## config.mk

```make
export PLATFORM = sky130hd
export DESIGN_NAME = lsu
export DESIGN_NICKNAME = d
export VERILOG_FILES = /design/src/rtl/lsu.sv
export SDC_FILE = /design/constraint.sdc
export NUM_CORES = 1
export LEC_CHECK = 0
export ABC_CLOCK_PERIOD_IN_PS = 6750
export BUFFER_PORTS_ARGS = -buffer_cell sky130_fd_sc_hd__buf_2
export CORE_ASPECT_RATIO = 0.75
export CORE_MARGIN = 2
export CORE_UTILIZATION = 52
export CTS_CLUSTER_DIAMETER = 30
export DETAILED_ROUTE_END_ITERATION = 12
export MAX_ROUTING_LAYER = met4
export PLACE_DENSITY = 0.95
export SLEW_MARGIN = 20
export SYNTH_ARGS = -nofsm -noshare
export SYNTH_HDL_FRONTEND = slang
export SYNTH_SLANG_ARGS = --single-unit
export TNS_END_PERCENT = 100
```

## constraint.sdc

```tcl
create_clock -name clk_i -period 6.75 [get_ports clk_i]
set_clock_uncertainty 0.2 [all_clocks]
set_input_delay 1.35 -clock clk_i [delete_from_list [all_inputs] [get_ports clk_i]]
set_output_delay 1.35 -clock clk_i [all_outputs]
set_load 0.02 [all_outputs]
```

## src/rtl/lsu.sv

```systemverilog
// Load/store unit sitting between a RISC-V core and a word-wide data memory.
// The memory has no byte enables, so sub-word stores use read-modify-write
// (read the containing word, then write it back with the target lane replaced).
// Loads take one stall cycle; word stores complete in the cycle they are issued.
// Optional feature macro: LSU_MISALIGN_TRAP_EN
//   defined   -> misaligned requests are rejected and flagged on core_misalign_o
//   undefined -> low address bits are truncated to the access alignment
module lsu (
  input  logic        clk_i,
  input  logic        rst_ni,
  input  logic        core_req_i,
  input  logic        core_we_i,
  input  logic [2:0]  core_size_i,
  input  logic [31:0] core_addr_i,
  input  logic [31:0] core_wd_i,
  output logic [31:0] core_rd_o,
  output logic        core_stall_o,
  output logic        core_misalign_o,
  output logic        mem_req_o,
  output logic        mem_we_o,
  output logic [31:0] mem_addr_o,
  output logic [31:0] mem_wd_o,
  input  logic [31:0] mem_rd_i
);

  localparam logic [1:0] IDLE      = 2'd0;
  localparam logic [1:0] LOAD_WAIT = 2'd1;
  localparam logic [1:0] RMW_WRITE = 2'd2;

  logic [1:0]  state_q, state_d;
  logic [29:0] addr_q, addr_d;
  logic [1:0]  off_q, off_d;
  logic [2:0]  size_q, size_d;
  logic [15:0] wd_q, wd_d;

  logic        isWord;
  logic        isHalf;
  logic [1:0]  alignedOff;
  logic        trap;

  logic [31:0] rdComb;
  logic        stallComb;
  logic        misalignComb;
  logic        memReqComb;
  logic        memWeComb;
  logic [31:0] memAddrComb;
  logic [31:0] memWdComb;

  // Pick the addressed byte/half/word out of a memory word and extend it.
  function automatic logic [31:0] loadExtract(input logic [31:0] word,
                                              input logic [1:0]  off,
                                              input logic [2:0]  size);
    logic [7:0]  b;
    logic [15:0] h;
    logic [31:0] res;
    b = word[8*off +: 8];
    h = off[1] ? word[31:16] : word[15:0];
    if (size[1])
      res = word;
    else if (size[0])
      res = size[2] ? {16'h0000, h} : {{16{h[15]}}, h};
    else
      res = size[2] ? {24'h000000, b} : {{24{b[7]}}, b};
    return res;
  endfunction

  // Replace the target byte or half of the old word with the store data.
  function automatic logic [31:0] storeMerge(input logic [31:0] word,
                                             input logic [1:0]  off,
                                             input logic        half,
                                             input logic [15:0] wd);
    logic [31:0] res;
    res = word;
    if (half) begin
      if (off[1])
        res[31:16] = wd;
      else
        res[15:0] = wd;
    end else begin
      res[8*off +: 8] = wd[7:0];
    end
    return res;
  endfunction

  // Width decode and alignment handling of the incoming request.
  always_comb begin
    isWord = core_size_i[1];
    isHalf = ~core_size_i[1] & core_size_i[0];
    if (isWord)
      alignedOff = 2'b00;
    else if (isHalf)
      alignedOff = {core_addr_i[1], 1'b0};
    else
      alignedOff = core_addr_i[1:0];
`ifdef LSU_MISALIGN_TRAP_EN
    trap = core_req_i & ((isHalf & core_addr_i[0]) |
                         (isWord & (core_addr_i[1:0] != 2'b00)));
`else
    trap = 1'b0;
`endif
  end

  // Next-state and output decode; outputs are forced to zero while reset is low.
  always_comb begin
    state_d      = state_q;
    addr_d       = addr_q;
    off_d        = off_q;
    size_d       = size_q;
    wd_d         = wd_q;
    rdComb       = 32'h0;
    stallComb    = 1'b0;
    misalignComb = 1'b0;
    memReqComb   = 1'b0;
    memWeComb    = 1'b0;
    memAddrComb  = 32'h0;
    memWdComb    = 32'h0;

    case (state_q)
      IDLE: begin
        if (core_req_i) begin
          if (trap) begin
            misalignComb = 1'b1;
          end else if (core_we_i && isWord) begin
            memReqComb  = 1'b1;
            memWeComb   = 1'b1;
            memAddrComb = {core_addr_i[31:2], 2'b00};
            memWdComb   = core_wd_i;
          end else begin
            memReqComb  = 1'b1;
            stallComb   = 1'b1;
            memAddrComb = {core_addr_i[31:2], 2'b00};
            addr_d      = core_addr_i[31:2];
            off_d       = alignedOff;
            size_d      = core_size_i;
            wd_d        = core_wd_i[15:0];
            state_d     = core_we_i ? RMW_WRITE : LOAD_WAIT;
          end
        end
      end
      LOAD_WAIT: begin
        rdComb      = loadExtract(mem_rd_i, off_q, size_q);
        memAddrComb = {addr_q, 2'b00};
        state_d     = IDLE;
      end
      RMW_WRITE: begin
        memReqComb  = 1'b1;
        memWeComb   = 1'b1;
        memAddrComb = {addr_q, 2'b00};
        memWdComb   = storeMerge(mem_rd_i, off_q, size_q[0], wd_q);
        state_d     = IDLE;
      end
      default: begin
        state_d = IDLE;
      end
    endcase

    if (!rst_ni) begin
      rdComb       = 32'h0;
      stallComb    = 1'b0;
      misalignComb = 1'b0;
      memReqComb   = 1'b0;
      memWeComb    = 1'b0;
      memAddrComb  = 32'h0;
      memWdComb    = 32'h0;
    end
  end

  assign core_rd_o       = rdComb;
  assign core_stall_o    = stallComb;
  assign core_misalign_o = misalignComb;
  assign mem_req_o       = memReqComb;
  assign mem_we_o        = memWeComb;
  assign mem_addr_o      = memAddrComb;
  assign mem_wd_o        = memWdComb;

  // State and latched request registers; reset abandons any operation in flight.
  always_ff @(posedge clk_i or negedge rst_ni) begin
    if (!rst_ni) begin
      state_q <= IDLE;
      addr_q  <= 30'h0;
      off_q   <= 2'b00;
      size_q  <= 3'b000;
      wd_q    <= 16'h0;
    end else begin
      state_q <= state_d;
      addr_q  <= addr_d;
      off_q   <= off_d;
      size_q  <= size_d;
      wd_q    <= wd_d;
    end
  end

endmodule

```

==> metrics.yaml <==
yosys:
  synth_area_per_cell_um2: 9.11
  synthFlopType: "dfrtp_1"
  synth.ff_latch_count: 53
  yosysWarnings: 0
  synth.largest_area_cell: "dfrtp_1"
  syn-cell-area_um2: 4540
  synth-edff-count: 0
  synthCells: 499
  synth-async-reset-ratio: 1.00
  netlist_top_cells_area: "dfrtp_1 (29%), mux2_2 (12%), mux2i_1 (8.8%)"
  seq_area_frac_synth: 0.292
  synth_top_area_frac: 0.292
  synth.distinct_cells: 41
sta:
  finalCriticalPeriod_ns: 5.08
  setup_viol: 0
  hold_viol_final: 0
  clock.fmax_mhz: 197
  fin_tns_setup_ns: 0
  fin_crit_sh: 0.753
  holdWs_ns: 0.311
  worst_pin_slew_ns: 1.11
  rsz0062_at_grt: "no"
  slew_violations: 0
  max_slew_margin: 0.260
critical_path:
  crit_path_end_kind: "output port"
  rr_endpoint: "wd_q[7]"
  regToRegSetupSlack_ns: 4.27
  rr_worst_depth: 6
  crit_arrival_ns: 3.53
  crit_required_ns: 5.20
  worstSetupPathType: "flip-flop to output port"
  crit_fanout: 54
  r2r_start: "state_q[0]"
  worst_setup_path_start_kind: "flip-flop"
floorplanning:
  io_pins: 203
  rows: 29
  die_w_um: 112
  coreArea_um2: 8490
  dieArea_um2: 9510
  die_y_um: 85.0
  initial_core_util: 0.535
finish:
  regArea_um2: 1330
  multi_input_area_um2: 2860
  layout_common_cells: "buf_2 (199), dfrtp_1 (51), a21oi_1 (49)"
  n_antenna_cell: 0
  fin_nets: 776
  fin_area_um2: 5630
  layout-drive-gt1-share: 0.420
  final_util: 0.663
  fillerInstances: 695
  area_growth_pct: 23.9
  final_common_cell: "buf_2"
global_routing:
  grt_pass1_wl_mm: 23.1
  grt_overflow: 0
  first_global_vias: 4655
  grtUsageTotal: 0.304
  antenna_found_initial: 0
  grt_max_degree: 55
clocking:
  ctsResizeCount: 0
  cts_setup_buffers: 0
  clock-sinks: 53
  cts_buffers: 5
  clockBufferDepth: 2
  ctsHoldBuffers: 0
  cts-root-buf: "clkbuf_16"
  clkTransAtPathRegs_ns: 0.07
  insertion_delay_ns: 0.29
  cts_tree: "done"
  ctsHtreeMaxLevel: 2
detailed_routing:
  ant_nets: 0
  vias_per_cell: 6.28
  first_pass_iters: 7
  wirelength_mm: 14.7
  initialDrtViolationCount: 576
  drc: 0
  wl_per_cell_um: 19.0
  vias: 4854
power_and_ir_drop:
  power_mw: 1.96
  leakage_nw: 2.86
  pwr-share-clk: 0.129
  switching_share: 0.467
  p_per_area_nw_per_um2: 349
  pwr-share-seq: 0.323
  p_comb_frac: 0.548
  p_int_mw: 1.05
  ir_drop_uv: 209
  switching_power_mw: 0.916
flow_run:
  drv_cap: 0
worst_hold_path:
  min_from: "addr_q[6]"
  hold_end: "addr_q[6]"
  min_delay_path_depth: 1
  holdCritPathClass: "flip-flop to flip-flop"
place:
  portBuffers: 199
  placed_area_um2: 5480
  routabilityCongestion: 0.959
  dp_hpwl_mm: 10.8
run_status:
  status: "finished clean"
-- layout make-up --
cell class	instances	share of cell area
Clock buffer	6	0.0229
Clock inverter	2	0.00267
Inverter	34	0.0227
Multi-Input combinational cell	366	0.508
Sequential cell	53	0.236
Tap cell	108	0.0240
Timing Repair Buffer	204	0.184
-- flip-flops by register name (all words and copies together) (netlist names) --
register	count
state_q	2
off_q	2
wd_q	16
addr_q	30
size_q	3
-- worst max-delay path, cell delays in order, from the launching register on --
cell and delay [ns]:
dfrtp_2 0.34, buf_4 0.65, clkinv_1 0.52, ha_1 0.48
nor2_1 0.51, nand3_1 0.16, a221oi_1 0.27, a21o_1 0.13
buf_2 0.16
-- cell families (layout without fill, tap and decap cells) --
logic type               count (synthesis)  after routing  share of synthesized area
AO/OA/AOI/OAI                          187            187                      0.314
multiplexers                            89             89                      0.210
buffers and inverters                   82            246                     0.0837
AND/OR/NAND/NOR                         78             78                     0.0749
flip-flops                              53             53                      0.292
adder cells (fa/ha/maj)                  9              9                     0.0248
other                                    1              3                   0.000825
-- cell usage after synthesis (15+ instances only) --
cell,n
dfrtp_1,53
inv_1,33
nor2_1,40
a221o_1,21
a221oi_1,15
nand2_1,15
mux2_2,48
clkbuf_1,18
mux2i_1,40
a21oi_1,49
a22oi_1,30
a22o_1,25
buf_2,16
-- per-stage QoR --
step           std cells  setup WS (ns)
2_1_floorplan        501           2.79
3_3_place_gp         765           2.06
3_5_place_dp         765           1.94
4_1_cts              773           1.71
5_1_grt              773           1.48
6_report             773           1.67
-- worst max path at each step --
stage,from,endpoint,slack [ns]
floorplan,rst_ni,core_rd_o[7],2.79
global placement,rst_ni,mem_wd_o[7],2.06
detailed placement,rst_ni,mem_wd_o[5],1.94
CTS,off_q[1],mem_wd_o[5],1.71
global route,off_q[1],mem_wd_o[0],1.48
finish,off_q[1],mem_wd_o[4],1.67
-- metal layers --
| metal | vias up | GRT usage | share of wire |
|---|---|---|---|
| met2 | 297 | 0.476 | 0.45 |
| met5 | - | - | 0 |
| met1 | 2290 | 0.410 | 0.42 |
| met4 | 0 | 0.0787 | 0.021 |
| li1 | 2226 | - | - |
| met3 | 41 | 0.0586 | 0.11 |
-- power by group through the flow --
stage,logic [mW],registers (mW),clock network (mW)
finish,1.07,0.634,0.253
global route,1.16,0.651,0.272
CTS,1.07,0.622,0.261
detailed placement,1.06,0.629,0
global placement,1.02,0.614,0
floorplan,0.867,0.531,0
Power figures use the tool's default switching activity.
